`src/rtl/fixedpoint.sv`:
```
// Q8.8 fixed-point number format and saturating add shared by the weight-update datapath.
package fixedpoint;

    typedef struct packed {
        logic signed [7:0] integer_fixed;
        logic        [7:0] decimal_fixed;
    } fixed_point_t;

    localparam fixed_point_t FP_MAX  = 16'h7FFF;
    localparam fixed_point_t FP_MIN  = 16'h8000;
    localparam fixed_point_t FP_ZERO = 16'h0000;

    // The whole struct is one two's-complement word; a 17-bit sum exposes overflow.
    function automatic fixed_point_t fp_sat_add(input fixed_point_t a, input fixed_point_t b,
                                                 output logic overflow);
        logic signed [15:0] a_s;
        logic signed [15:0] b_s;
        logic signed [16:0] sum;
        fixed_point_t       res;
        a_s      = a;
        b_s      = b;
        sum      = 17'(a_s) + 17'(b_s);
        overflow = sum[16] ^ sum[15];
        if (!overflow) begin
            res = sum[15:0];
        end else if (sum[16]) begin
            res = FP_MIN;
        end else begin
            res = FP_MAX;
        end
        return res;
    endfunction

endpackage

```
`src/rtl/fp_sat_adder.sv`:
```
// Combinational Q8.8 saturating adder; overflow flags any clamp.
module fp_sat_adder
    import fixedpoint::*;
(
    input  fixed_point_t a_i,
    input  fixed_point_t b_i,
    output fixed_point_t sum_o,
    output logic         ovf_o
);

    always_comb begin
        ovf_o = 1'b0;
        sum_o = fp_sat_add(a_i, b_i, ovf_o);
    end

endmodule

```
`src/rtl/weight_bank_update.sv`:
```
// Weight bank with per-weight delta accumulators; a commit sweeps the
// accumulators into the weights one index per cycle with saturation.
module weight_bank_update
    import fixedpoint::*;
#(
    parameter int NUM_WEIGHTS = 16,
    parameter int IDX_W       = $clog2(NUM_WEIGHTS)
) (
    input  logic             clk,
    input  logic             rst,
    input  logic             load_valid,
    input  logic [IDX_W-1:0] load_idx,
    input  fixed_point_t     load_weight,
    input  logic             delta_valid,
    output logic             delta_ready,
    input  logic [IDX_W-1:0] delta_idx,
    input  fixed_point_t     weight_delta,
    input  logic             commit,
    output logic             busy,
    output logic             done,
    input  logic [IDX_W-1:0] rd_idx,
    output fixed_point_t     rd_weight,
    input  logic             sat_clr,
    output logic             sat_flag
);

    localparam logic [1:0] ST_IDLE  = 2'd0;
    localparam logic [1:0] ST_APPLY = 2'd1;
    localparam logic [1:0] ST_DONE  = 2'd2;
    localparam logic [IDX_W-1:0] LAST_IDX = IDX_W'(NUM_WEIGHTS - 1);

    logic [1:0]       state_q, state_d;
    logic [IDX_W-1:0] cnt_q, cnt_d;
    logic             sat_q, sat_d;
    fixed_point_t     weight_q [NUM_WEIGHTS];
    fixed_point_t     weight_d [NUM_WEIGHTS];
    fixed_point_t     acc_q    [NUM_WEIGHTS];
    fixed_point_t     acc_d    [NUM_WEIGHTS];

    fixed_point_t     acc_sel, acc_sum, apply_sum;
    logic             acc_hit, acc_ovf, apply_ovf, sat_set;

    // Out-of-range indices match no entry, so they read 0 and write nothing.
    always_comb begin
        acc_sel = FP_ZERO;
        acc_hit = 1'b0;
        for (int i = 0; i < NUM_WEIGHTS; i++) begin
            if (delta_idx == IDX_W'(i)) begin
                acc_sel = acc_q[i];
                acc_hit = 1'b1;
            end
        end
    end

    fp_sat_adder u_acc_add (
        .a_i   (acc_sel),
        .b_i   (weight_delta),
        .sum_o (acc_sum),
        .ovf_o (acc_ovf)
    );

    fp_sat_adder u_apply_add (
        .a_i   (weight_q[cnt_q]),
        .b_i   (acc_q[cnt_q]),
        .sum_o (apply_sum),
        .ovf_o (apply_ovf)
    );

    always_comb begin
        state_d  = state_q;
        cnt_d    = cnt_q;
        weight_d = weight_q;
        acc_d    = acc_q;
        sat_set  = 1'b0;
        case (state_q)
            ST_IDLE: begin
                for (int i = 0; i < NUM_WEIGHTS; i++) begin
                    if (load_valid && load_idx == IDX_W'(i)) weight_d[i] = load_weight;
                    if (delta_valid && delta_idx == IDX_W'(i)) acc_d[i] = acc_sum;
                end
                sat_set = delta_valid && acc_hit && acc_ovf;
                if (commit) begin
                    state_d = ST_APPLY;
                    cnt_d   = '0;
                end
            end
            ST_APPLY: begin
                weight_d[cnt_q] = apply_sum;
                acc_d[cnt_q]    = FP_ZERO;
                sat_set         = apply_ovf;
                if (cnt_q == LAST_IDX) begin
                    state_d = ST_DONE;
                    cnt_d   = '0;
                end else begin
                    cnt_d = cnt_q + 1'b1;
                end
            end
            ST_DONE: state_d = ST_IDLE;
            default: state_d = ST_IDLE;
        endcase
        sat_d = sat_set | (sat_q & ~sat_clr);
    end

    always_ff @(posedge clk or posedge rst) begin
        if (rst) begin
            state_q <= ST_IDLE;
            cnt_q   <= '0;
            sat_q   <= 1'b0;
            for (int i = 0; i < NUM_WEIGHTS; i++) begin
                weight_q[i] <= FP_ZERO;
                acc_q[i]    <= FP_ZERO;
            end
        end else begin
            state_q  <= state_d;
            cnt_q    <= cnt_d;
            sat_q    <= sat_d;
            weight_q <= weight_d;
            acc_q    <= acc_d;
        end
    end

    always_comb begin
        rd_weight = FP_ZERO;
        for (int i = 0; i < NUM_WEIGHTS; i++) begin
            if (rd_idx == IDX_W'(i)) rd_weight = weight_q[i];
        end
    end

    assign busy        = (state_q != ST_IDLE);
    assign done        = (state_q == ST_DONE);
    assign delta_ready = !busy;
    assign sat_flag    = sat_q;

endmodule

```
`config.mk`:
```
export PLATFORM = sky130hd
export DESIGN_NAME = weight_bank_update
export DESIGN_NICKNAME = d
export VERILOG_FILES = /design/src/rtl/fixedpoint.sv /design/src/rtl/fp_sat_adder.sv /design/src/rtl/weight_bank_update.sv
export SDC_FILE = /design/constraint.sdc
export NUM_CORES = 2
export LEC_CHECK = 0
export ABC_AREA = 1
export CAP_MARGIN = 30
export CORE_UTILIZATION = 60
export CTS_CLUSTER_SIZE = 10
export DETAILED_ROUTE_END_ITERATION = 10
export PLACE_DENSITY = 0.83
export SETUP_SLACK_MARGIN = 0.4
export SYNTH_ARGS = -nofsm -noshare
export SYNTH_HDL_FRONTEND = slang
export SYNTH_SLANG_ARGS = --single-unit
```
`constraint.sdc`:
```
create_clock -name clk -period 22 [get_ports clk]
set_input_delay 5.5 -clock clk [delete_from_list [all_inputs] [get_ports clk]]
set_output_delay 5.5 -clock clk [all_outputs]
set_load 0.03 [all_outputs]
```
==> impl_metrics.tcl <==
set metrics [dict create \
    clk_path_buf_depth 3 \
    avgSynthCellArea_um2 6.58 \
    nFillCells 5282 \
    grt_max_degree 167 \
    fin_skew_ns 0.0271 \
    slew_violations 0 \
    rrSetupSlack_ns 15.47 \
    crit_top_cell "nand2_1" \
    clkLatencyLatePin_ns 0.65 \
    fin_util 0.649 \
    crit_type "in -> out" \
    final_area_mm2 0.0375 \
    seq_area_frac_synth 0.370 \
    r2r-start "cnt_q[1]" \
    max_stage_delay_ns 0.71 \
    cts_root_buf "clkbuf_16" \
    area_delta_synth_final_pct 6.85 \
    cts_resized 0 \
    num_rows 88 \
    crit_required_ns 16.50 \
    cp.arrival_ns 8.70 \
    wl_um 132000 \
    holdBufCountCts 0 \
    end_kind "output pin" \
    slew-limit-headroom 0.250 \
    async_flop_share 1.00 \
    pin_count 70 \
    synth_ff_type "dfrtp_1" \
    cts_sinks 519 \
    post-route-drc-count 0 \
    post_cts_buffers 0 \
    rsz0062_at_grt "false" \
    wl_per_cell_um 22.0 \
    start_util 0.607 \
    grt_pass1_wl_um 203000 \
    routabilityCongestion 1.02 \
    drt_iter0_markers 5482 \
    syn_inst 5334 \
    dr.pass1.iters 8 \
    crit_start "rd_idx[1]" \
    holdCritPathClass "reg -> reg" \
    grt_usage 0.440 \
    finalCritPeriodShare 0.646 \
    yosysUniqueCellTypes 46 \
    critPathMaxFanout 9 \
    tightest_slew_ns 1.12 \
    die_area_mm2 0.0595 \
    die_w_um 244 \
    post-place-ws_ns 7.87 \
    grt_pass1_vias 35200 \
    avgViaCountPerCell 6.30 \
    coreArea_mm2 0.0578 \
    die_y_um 244 \
    min_from "acc_q[142]" \
    cts_tree "done" \
    syn-num-nets 5422 \
    drtAntennaViolNets 0 \
    hold_viol 0 \
    outcome "finished clean" \
    syn-cell-area_mm2 0.0351 \
    layout.nets 5310 \
    post-dp-hpwl_um 89700 \
    max_freq_mhz 70.4 \
    setup_ws_ns 7.80 \
    htreeDepth 2 \
    synth_edf_count 0 \
    setup_viol 0 \
    setup_tns_ns 0 \
    worstPathCellList "clkdlybuf4s50_1 -> nand2_1 -> nor2_1 -> inv_1 -> nor2_1 -> nor2_1 -> nand4_1 -> o21ai_0 -> nand4_1 -> nand2_1 -> nand3_1 -> nand2_1 -> nand2_1 -> clkdlybuf4s50_1" \
    diodes 0 \
    route.vias.total 37800 \
    place_area_mm2 0.0359 \
    fin_crit_ns 14.20 \
    worst-path-buf-inv 3 \
    cts_made_buffers 60 \
    cp_slowest_cell "clkdlybuf4s50_1" \
    critPathTopFamily "buffers and inverters" \
    drive_gt1_frac 0.0615 \
    grt_overflow 0 \
    drv_cap 0 \
    synth-seq-cells 519 \
    antenna_found_initial 0 \
    ys_warn_count 0 \
    port_buffers 69 \
    critPathLaunchType "input pin" \
    clkTransAtPathRegs_ns 0.06 \
]
==> state kept, by name, summed over array words and instances (netlist names) <==
| register | flops |
|---|---|
| acc_q | 256 |
| weight_q | 256 |
| cnt_q | 4 |
| state_q | 2 |
| sat_flag | 1 |
==> cell usage in the layout (no fill, tap or decap), types with 15 or more instances in the layout <==
cell type        instances
a21oi_1                606
a31oi_1                 55
buf_4                   70
clkbuf_16               61
clkdlybuf4s50_1         69
dfrtp_1                517
ha_1                    36
inv_1                  560
inv_2                   20
nand2_1               1443
nand2_2                 15
nand3_1                290
nand4_1                 98
nor2_1                 610
nor2_2                  23
o211ai_1               104
o21ai_0                395
o22ai_1                 25
or2_2                   81
xor2_1                  25
==> final cells by class <==
type	count	area, um^2	share of cell area
multi-input cells	3903	18400	0.490
flip-flops and latches	519	13000	0.346
inverters	592	2240	0.0596
clock buffers	76	1610	0.0430
repair buffers	146	1310	0.0349
well taps	765	957	0.0255
clock inverters	3	18.8	0.000500
==> metrics by stage <==
stage	hold slack, ns	std cells
6_report	0.505	6004
5_1_grt	0.527	6004
4_1_cts	0.502	6003
3_5_place_dp	0.487	5924
3_3_place_gp	0.484	5919
2_1_floorplan	0.466	5334
==> worst reg2reg max path, stage by stage, from the launching register on <==
cell	delay [ns]
dfrtp_4	0.67
clkinv_2	0.29
buf_4	0.48
buf_4	0.67
o21ai_0	0.20
o21ai_0	0.45
nand2_1	0.12
nand4_1	0.21
ha_1	0.21
inv_1	0.07
fa_1	0.49
o21bai_2	0.25
nand2_1	0.10
nand2_2	0.09
nand3_1	0.07
nand3_1	0.09
nand2_2	0.25
inv_2	0.33
nand3_4	0.30
nand2_1	0.77
nand2_1	0.12
a21oi_1	0.19
==> worst paths after layout <==
path                            depth (start not counted)      endpoint
worst max-delay path                                   14  rd_weight[1]
worst min-delay path                                    2    acc_q[142]
worst max register to register                         21   weight_q[8]
worst min register to register                          2    acc_q[142]
max in group asynchronous                               5  weight_q[58]
min in group asynchronous                               2    acc_q[213]
==> cell families (layout without fill, tap and decap cells) <==
kind of cell | count (synthesis) | after routing | share of synthesized area
fa+ha+maj | 38 | 38 | 0.0140
xor+xnor | 28 | 28 | 0.00720
flops | 519 | 519 | 0.370
compound gates | 1225 | 1225 | 0.189
simple gates | 2612 | 2612 | 0.313
buf+inv | 912 | 817 | 0.108
==> metal layers <==
layer | global-route usage | vias up | wire length [um]
li1 | - | 17000 | -
met1 | 0.566 | 17400 | 48800
met2 | 0.664 | 2760 | 57400
met3 | 0.0853 | 631 | 15600
met4 | 0.312 | 0 | 10400
met5 | 0 | - | 0
==> synthesized netlist by cell type, types with 5 or more instances <==
cell / instances / area (um^2)
buf_6: 32 / 360
buf_4: 12 / 90.1
o221ai_1: 5 / 43.8
nand3b_1: 14 / 105
nor3_1: 12 / 60.1
dfrtp_1: 519 / 13000
nor2_1: 616 / 2310
nor2_2: 18 / 113
inv_2: 21 / 78.8
nand2_2: 15 / 93.8
buf_2: 42 / 210
a21oi_2: 8 / 70.1
a21oi_1: 609 / 3050
clkinv_1: 9 / 33.8
nand3_1: 291 / 1460
or4_1: 6 / 45.0
or2_2: 81 / 507
xor2_1: 25 / 219
ha_1: 36 / 450
nand3_4: 10 / 175
clkbuf_1: 216 / 811
buf_1: 16 / 60.1
o211ai_1: 104 / 781
nand2_1: 1443 / 5420
a31oi_1: 55 / 344
inv_1: 562 / 2110
o21ai_0: 395 / 1980
a22oi_1: 11 / 82.6
nand4_1: 98 / 613
o22ai_1: 25 / 156
Power is left out: the tool's default activity adds up to more than one toggle a clock period on the data nets, which glitch-free logic cannot reach.
